**src/rtl/RSA_pkg.sv**
```systemverilog
// RSA_pkg
// Shared definitions for the RSA datapath blocks.
//   MOD_WIDTH : width of msg, key, modulus and every value derived from them
//   KeyType   : one MOD_WIDTH-bit operand
//   pre_state_t : states of the base precompute FSM, visible to benches
package RSA_pkg;

   localparam int MOD_WIDTH = 256;

   typedef logic [MOD_WIDTH-1:0] KeyType;

   typedef enum logic [1:0] {
      IDLE = 2'd0,
      RUN  = 2'd1,
      DONE = 2'd2
   } pre_state_t;

endpackage

```
**src/rtl/rsa_mod_double.sv**
```systemverilog
// rsa_mod_double
// Combinational modular doubling: o_r = (2*i_r) mod i_n.
// Requires i_r < i_n, so a single conditional subtraction is enough.
// Ports:
//   i_r : current residue, KeyType
//   i_n : modulus, KeyType
//   o_r : (2*i_r) mod i_n, KeyType
module rsa_mod_double
   import RSA_pkg::*;
(
   input  KeyType i_r,
   input  KeyType i_n,
   output KeyType o_r
);

   // One extra bit so 2*r never overflows before the compare.
   logic [MOD_WIDTH:0] w_d;
   logic [MOD_WIDTH:0] w_n_ext;
   logic [MOD_WIDTH:0] w_diff;
   logic               w_ge;

   assign w_d     = {i_r, 1'b0};
   assign w_n_ext = {1'b0, i_n};
   assign w_diff  = w_d - w_n_ext;
   assign w_ge    = (w_d >= w_n_ext);

   // The result is < N, so dropping the top bit loses nothing.
   assign o_r = w_ge ? w_diff[MOD_WIDTH-1:0] : w_d[MOD_WIDTH-1:0];

endmodule

```
**src/rtl/rsa_pre_base.sv**
```systemverilog
// rsa_pre_base
// Precompute stage in front of the Montgomery exponentiator. It accepts one
// job (msg, key, modulus N) and computes 2^POWER mod N by POWER modular
// doublings, one per clock. It then presents the base alongside the
// unchanged job fields.
// Ports:
//   clk, rst_n          : clock, asynchronous active-low reset
//   i_valid / i_ready   : job handshake (i_ready high only in IDLE)
//   i_msg, i_key        : passed through unchanged
//   i_modulus           : N, odd and >= 1
//   o_valid / o_ready   : result handshake
//   o_base              : 2^POWER mod N
//   o_msg, o_key, o_modulus : registered copies of the accepted job
module rsa_pre_base
   import RSA_pkg::*;
#(
   parameter int POWER = 2 * MOD_WIDTH
)
(
   input  logic   clk,
   input  logic   rst_n,
   input  logic   i_valid,
   output logic   i_ready,
   input  KeyType i_msg,
   input  KeyType i_key,
   input  KeyType i_modulus,
   output logic   o_valid,
   input  logic   o_ready,
   output KeyType o_base,
   output KeyType o_msg,
   output KeyType o_key,
   output KeyType o_modulus
);

   // Sized to hold POWER itself so the final increment never wraps.
   localparam int CNT_W = $clog2(POWER + 1);

   pre_state_t       r_state;
   pre_state_t       w_state_nxt;
   logic [CNT_W-1:0] r_cnt;
   KeyType           r_base;
   KeyType           r_msg;
   KeyType           r_key;
   KeyType           r_mod;
   KeyType           w_dbl;
   logic             w_accept;
   logic             w_last;

   assign w_accept = (r_state == IDLE) && i_valid;
   assign w_last   = (r_cnt == CNT_W'(POWER - 1));

   rsa_mod_double u_dbl (
      .i_r (r_base),
      .i_n (r_mod),
      .o_r (w_dbl)
   );

   always_ff @(posedge clk or negedge rst_n) begin
      if (!rst_n) begin
         r_state <= IDLE;
      end else begin
         r_state <= w_state_nxt;
      end
   end

   always_comb begin
      w_state_nxt = r_state;
      case (r_state)
         IDLE:    if (i_valid) w_state_nxt = RUN;
         RUN:     if (w_last)  w_state_nxt = DONE;
         DONE:    if (o_ready) w_state_nxt = IDLE;
         default: w_state_nxt = IDLE;
      endcase
   end

   always_ff @(posedge clk or negedge rst_n) begin
      if (!rst_n) begin
         r_cnt  <= '0;
         r_base <= '0;
         r_msg  <= '0;
         r_key  <= '0;
         r_mod  <= '0;
      end else if (w_accept) begin
         r_cnt  <= '0;
         r_msg  <= i_msg;
         r_key  <= i_key;
         r_mod  <= i_modulus;
         // 2^0 mod 1 is 0; starting at 0 keeps the invariant r < N.
         r_base <= (i_modulus == KeyType'(1)) ? KeyType'(0) : KeyType'(1);
      end else if (r_state == RUN) begin
         r_cnt  <= r_cnt + CNT_W'(1);
         r_base <= w_dbl;
      end
   end

   // Handshake flags depend on the state register only.
   assign i_ready   = (r_state == IDLE);
   assign o_valid   = (r_state == DONE);
   assign o_base    = r_base;
   assign o_msg     = r_msg;
   assign o_key     = r_key;
   assign o_modulus = r_mod;

endmodule
```
**config.mk**
```make
export PLATFORM = sky130hd
export DESIGN_NAME = rsa_pre_base
export DESIGN_NICKNAME = d
export VERILOG_FILES = /design/src/rtl/RSA_pkg.sv /design/src/rtl/rsa_mod_double.sv /design/src/rtl/rsa_pre_base.sv
export SDC_FILE = /design/constraint.sdc
export NUM_CORES = 2
export LEC_CHECK = 0
export CAP_MARGIN = 5
export CORE_AREA = 3 3 690 692
export DETAILED_ROUTE_END_ITERATION = 16
export DIE_AREA = 0 0 693 695
export PLACE_DENSITY_LB_ADDON = 0.2
export SLEW_MARGIN = 40
export SYNTH_ARGS = -nofsm -noshare
export SYNTH_HDL_FRONTEND = slang
export SYNTH_SLANG_ARGS = --single-unit
```
**constraint.sdc**
```tcl
create_clock -name clk -period 4.05 [get_ports clk]
set_clock_uncertainty 0.1 [all_clocks]
set_input_delay 0.81 -clock clk [delete_from_list [all_inputs] [get_ports clk]]
set_output_delay 0.81 -clock clk [all_outputs]
set_load 0.02 [all_outputs]
```
==> results.json <==
{
  "status": "finished, violations left",
  "violations": "setup timing",
  "hpwl_mm": 445,
  "max_stage_delay_ns": 0.47,
  "place_area_sq_um": 99900,
  "slew_violations": 0,
  "yosys.area.top_type_share_pct": 43.4,
  "htree_levels": 4,
  "yosysMostFrequentCell": "nand2_1",
  "cts_buffer_depth": 4,
  "cts_buffers": 155,
  "chipWidth_microns": 693,
  "reg2reg_depth": 24,
  "grt_max_degree": 150,
  "avgSynthCellArea_sq_um": 7.85,
  "finalSetupViolCount": 256,
  "internal_power_mw": 19.8,
  "finalNetCount": 12300,
  "pwr-share-seq_pct": 39.3,
  "nFillCells": 52100,
  "netlist_instances": 7608,
  "synth.area.top_cells": "dfrtp_1 43%, nand2_1 15%, o21ai_0 6.4%",
  "finalWirelength_mm": 525,
  "port_buffers": 1797,
  "drtIter0Drc": 4482,
  "gp_congestion": 0.944,
  "max_cap_viol_count": 0,
  "setup_ws_ns": -0.927,
  "end_kind": "flip-flop",
  "finalSetupTns_ns": -205.20,
  "hold_class": "input port to async pin",
  "pin_count": 1798,
  "maxClockFrequency_ghz": 0.201,
  "critPathTopFamily": "simple AND/OR/NAND/NOR gates",
  "dominantRegCellSynth": "dfrtp_1",
  "worst_setup_path_start_kind": "flip-flop",
  "antenna_found_initial": 149,
  "synth_area_sq_um": 59800,
  "fin_crit_sh_pct": 123,
  "ys_seq_area_share_pct": 43.4,
  "row_count": 252,
  "grt.total_usage_pct": 21.0,
  "async_reset_ff_share_pct": 100,
  "hold_viol_final": 0,
  "numClockSinks": 1036,
  "vdd_drop_max_v": 0.000328,
  "slowest_stage": "a311oi_4",
  "post_drt_via_cell_ratio": 3.99,
  "drt-pass1-iter-count": 5,
  "grt_overflow": 0,
  "dieArea_sq_um": 482000,
  "worst_pin_slew_ns": 0.874,
  "start_util_pct": 12.7,
  "clk_pin_slew_ns": 0.06,
  "vias": 70500,
  "path_buf_inv": 11,
  "finish.instance_area_sq_um": 112000,
  "fin_crit_ns": 4.98,
  "p_switching_mw": 6.50,
  "power_frac_comb_pct": 4.7,
  "reg2reg_from": "o_base[54]",
  "areaGrowthSynthToFinish_pct": 86.7,
  "yosysWarnings": 0,
  "drc_errors": 0,
  "register_area_sq_um": 26000,
  "multi_input_area_sq_um": 33900,
  "critPathLaunch": "o_base[54]",
  "r2r_slack_ns": -0.93,
  "synth_edf_count": 0,
  "relSlewSlack_pct": 41.6,
  "clk_latency_ns": 0.88,
  "yosys_register_bits": 1036,
  "cp.required_ns": 4.69,
  "p_leak_nw": 50.9,
  "wl_per_cell_microns": 29.7,
  "path_cells": "ha_4 -> buf_6 -> and4_4 -> and2_4 -> and3_4 -> inv_2 -> buf_6 -> or4_4 -> a311oi_4 -> buf_4 -> nor3_4 -> buf_12 -> nor3_4 -> nor3_4 -> nor4_4 -> buf_4 -> o22ai_4 -> buf_12 -> buf_16 -> buf_12 -> buf_16 -> clkbuf_16 -> a21oi_1 -> o21ai_0",
  "cts_tree": "done",
  "grt_pass1_wl_mm": 683,
  "synth_common_cells": "2,309 x nand2_1, 1,036 x dfrtp_1, 759 x o21ai_0",
  "dieHeight_microns": 695,
  "clockRootBuffer": "clkbuf_16",
  "syn_nets": 8638,
  "power-per-cell-area_nw_per_um2": 236,
  "rsz0062_at_grt": "true",
  "ant_nets": 0,
  "crit_path_end": "o_base[121]",
  "drive_above_1_share_pct": 26.8,
  "cp.depth": 24,
  "core-area_sq_um": 471000,
  "synth_top_cell_by_area": "dfrtp_1",
  "arrival_ns": 5.62,
  "critPathMaxFanout": 8,
  "post_synth_num_cell_types": 93,
  "first_global_vias": 72400,
  "p_clk_share_pct": 56.0,
  "critPathKind": "flip-flop to flip-flop",
  "p_sw_share_pct": 24.7,
  "r2r_end": "o_base[121]"
}
## through the flow
stage	std cells	utilization (%)	total power, mW	hold WS, ns	worst slack [ns]
2_1_floorplan	7608	-	10.6	0.353	-0.150
3_3_place_gp	17200	21.2	11.8	0.356	-1.63
3_5_place_dp	17200	21.2	11.8	0.361	-1.58
4_1_cts	17600	23.6	26.9	0.141	-0.964
5_1_grt	17700	23.7	27.3	0.195	-1.04
6_report	17700	23.7	26.3	0.252	-0.927
## repair_timing
action,4_1_cts,5_1_grt
hold buffers,1,0
gates cloned,61,1
endpoints found under the setup margin,256,256
endpoints found under the hold margin,79,0
resized for setup,947,97
pin swaps,275,51
buffers inserted,98,7
## layer usage
| layer | track usage [%] | wire (microns) | vias to the layer above |
|---|---|---|---|
| li1 | - | - | 33300 |
| met1 | 22.7 | 196000 | 34400 |
| met2 | 38.0 | 266000 | 2048 |
| met3 | 5.02 | 30500 | 677 |
| met4 | 10.5 | 31200 | 76 |
| met5 | 0 | 509 | - |
## layout make-up
type                       instances  share of cell area [%]
antenna                           39                  0.0875
clock buffer                     221                    4.11
inverter                         370                    1.25
clock inverter                    53                   0.670
tap                             6223                    6.98
multi-input combinational       5760                    30.4
timing repair buffer            3968                    33.2
sequential                      1036                    23.3
## power by group through the flow
stage / combinational (mW) / clock [mW] / sequential (mW)
after global routing: 1.32 / 15.6 / 10.3
after floorplan: 0.0203 / 0 / 10.5
after global placement: 1.25 / 0 / 10.5
after detailed placement: 1.26 / 0 / 10.5
final: 1.24 / 14.7 / 10.4
after CTS: 1.26 / 15.3 / 10.4
## how the worst min path moves through the flow
| stage | startpoint | endpoint | slack (ns) | cells after the start |
|---|---|---|---|---|
| 3_3_place_gp | o_key[129] | o_key[129] | 0.36 | 2 |
| 5_1_grt | rst_n | o_modulus[85] | 0.20 | 2 |
| 6_report | rst_n | o_modulus[85] | 0.25 | 2 |
| 3_5_place_dp | o_key[121] | o_key[121] | 0.36 | 2 |
| 2_1_floorplan | r_cnt[9] | r_cnt[9] | 0.35 | 1 |
| 4_1_cts | rst_n | o_modulus[85] | 0.14 | 2 |
## cell usage in the layout (no fill, tap or decap), drive strengths merged, types with 37 or more instances in the layout
| cell | instances |
|---|---|
| xor2 | 90 |
| dfrtp | 1036 |
| buf | 2185 |
| a22oi | 37 |
| inv | 372 |
| nor3 | 78 |
| nand3 | 69 |
| o21ai | 783 |
| diode | 39 |
| nand4 | 180 |
| nand2 | 2311 |
| a21oi | 660 |
| o21a | 42 |
| ha | 257 |
| nor4 | 99 |
| o21bai | 108 |
| clkbuf | 222 |
| a21o | 78 |
| nor2 | 411 |
| xnor2 | 148 |
| clkdlybuf4s50 | 1781 |
## worst reg2reg max path, stage by stage, from the launching register on
cell,delay (ns)
dfrtp_2,0.42
ha_4,0.28
buf_6,0.10
and4_4,0.24
and2_4,0.15
and3_4,0.18
inv_2,0.04
buf_6,0.10
or4_4,0.45
a311oi_4,0.47
buf_4,0.22
nor3_4,0.05
buf_12,0.15
nor3_4,0.19
nor3_4,0.08
nor4_4,0.31
buf_4,0.20
o22ai_4,0.07
buf_12,0.15
buf_16,0.16
buf_12,0.18
buf_16,0.17
clkbuf_16,0.19
a21oi_1,0.13
o21ai_0,0.08
## registers in the layout, indices dropped and copies added, names as in the netlist
signal / flops
o_base: 256
o_key: 256
o_modulus: 256
o_msg: 256
r_cnt: 10
r_state: 2
## kinds of logic (layout without fill, tap and decap cells)
logic type / Yosys count / in the layout / share of synthesized area (%)
AO/OA/AOI/OAI: 1948 / 1948 / 19.0
adder cells (fa/ha/maj): 258 / 258 / 5.42
buffers and inverters: 813 / 4612 / 5.32
other: 0 / 39 / 0
XOR/XNOR: 238 / 238 / 3.49
AND/OR/NAND/NOR: 3294 / 3295 / 23.0
flip-flops: 1036 / 1036 / 43.4
multiplexers: 21 / 21 / 0.352
(Power assumes the default switching activity.)
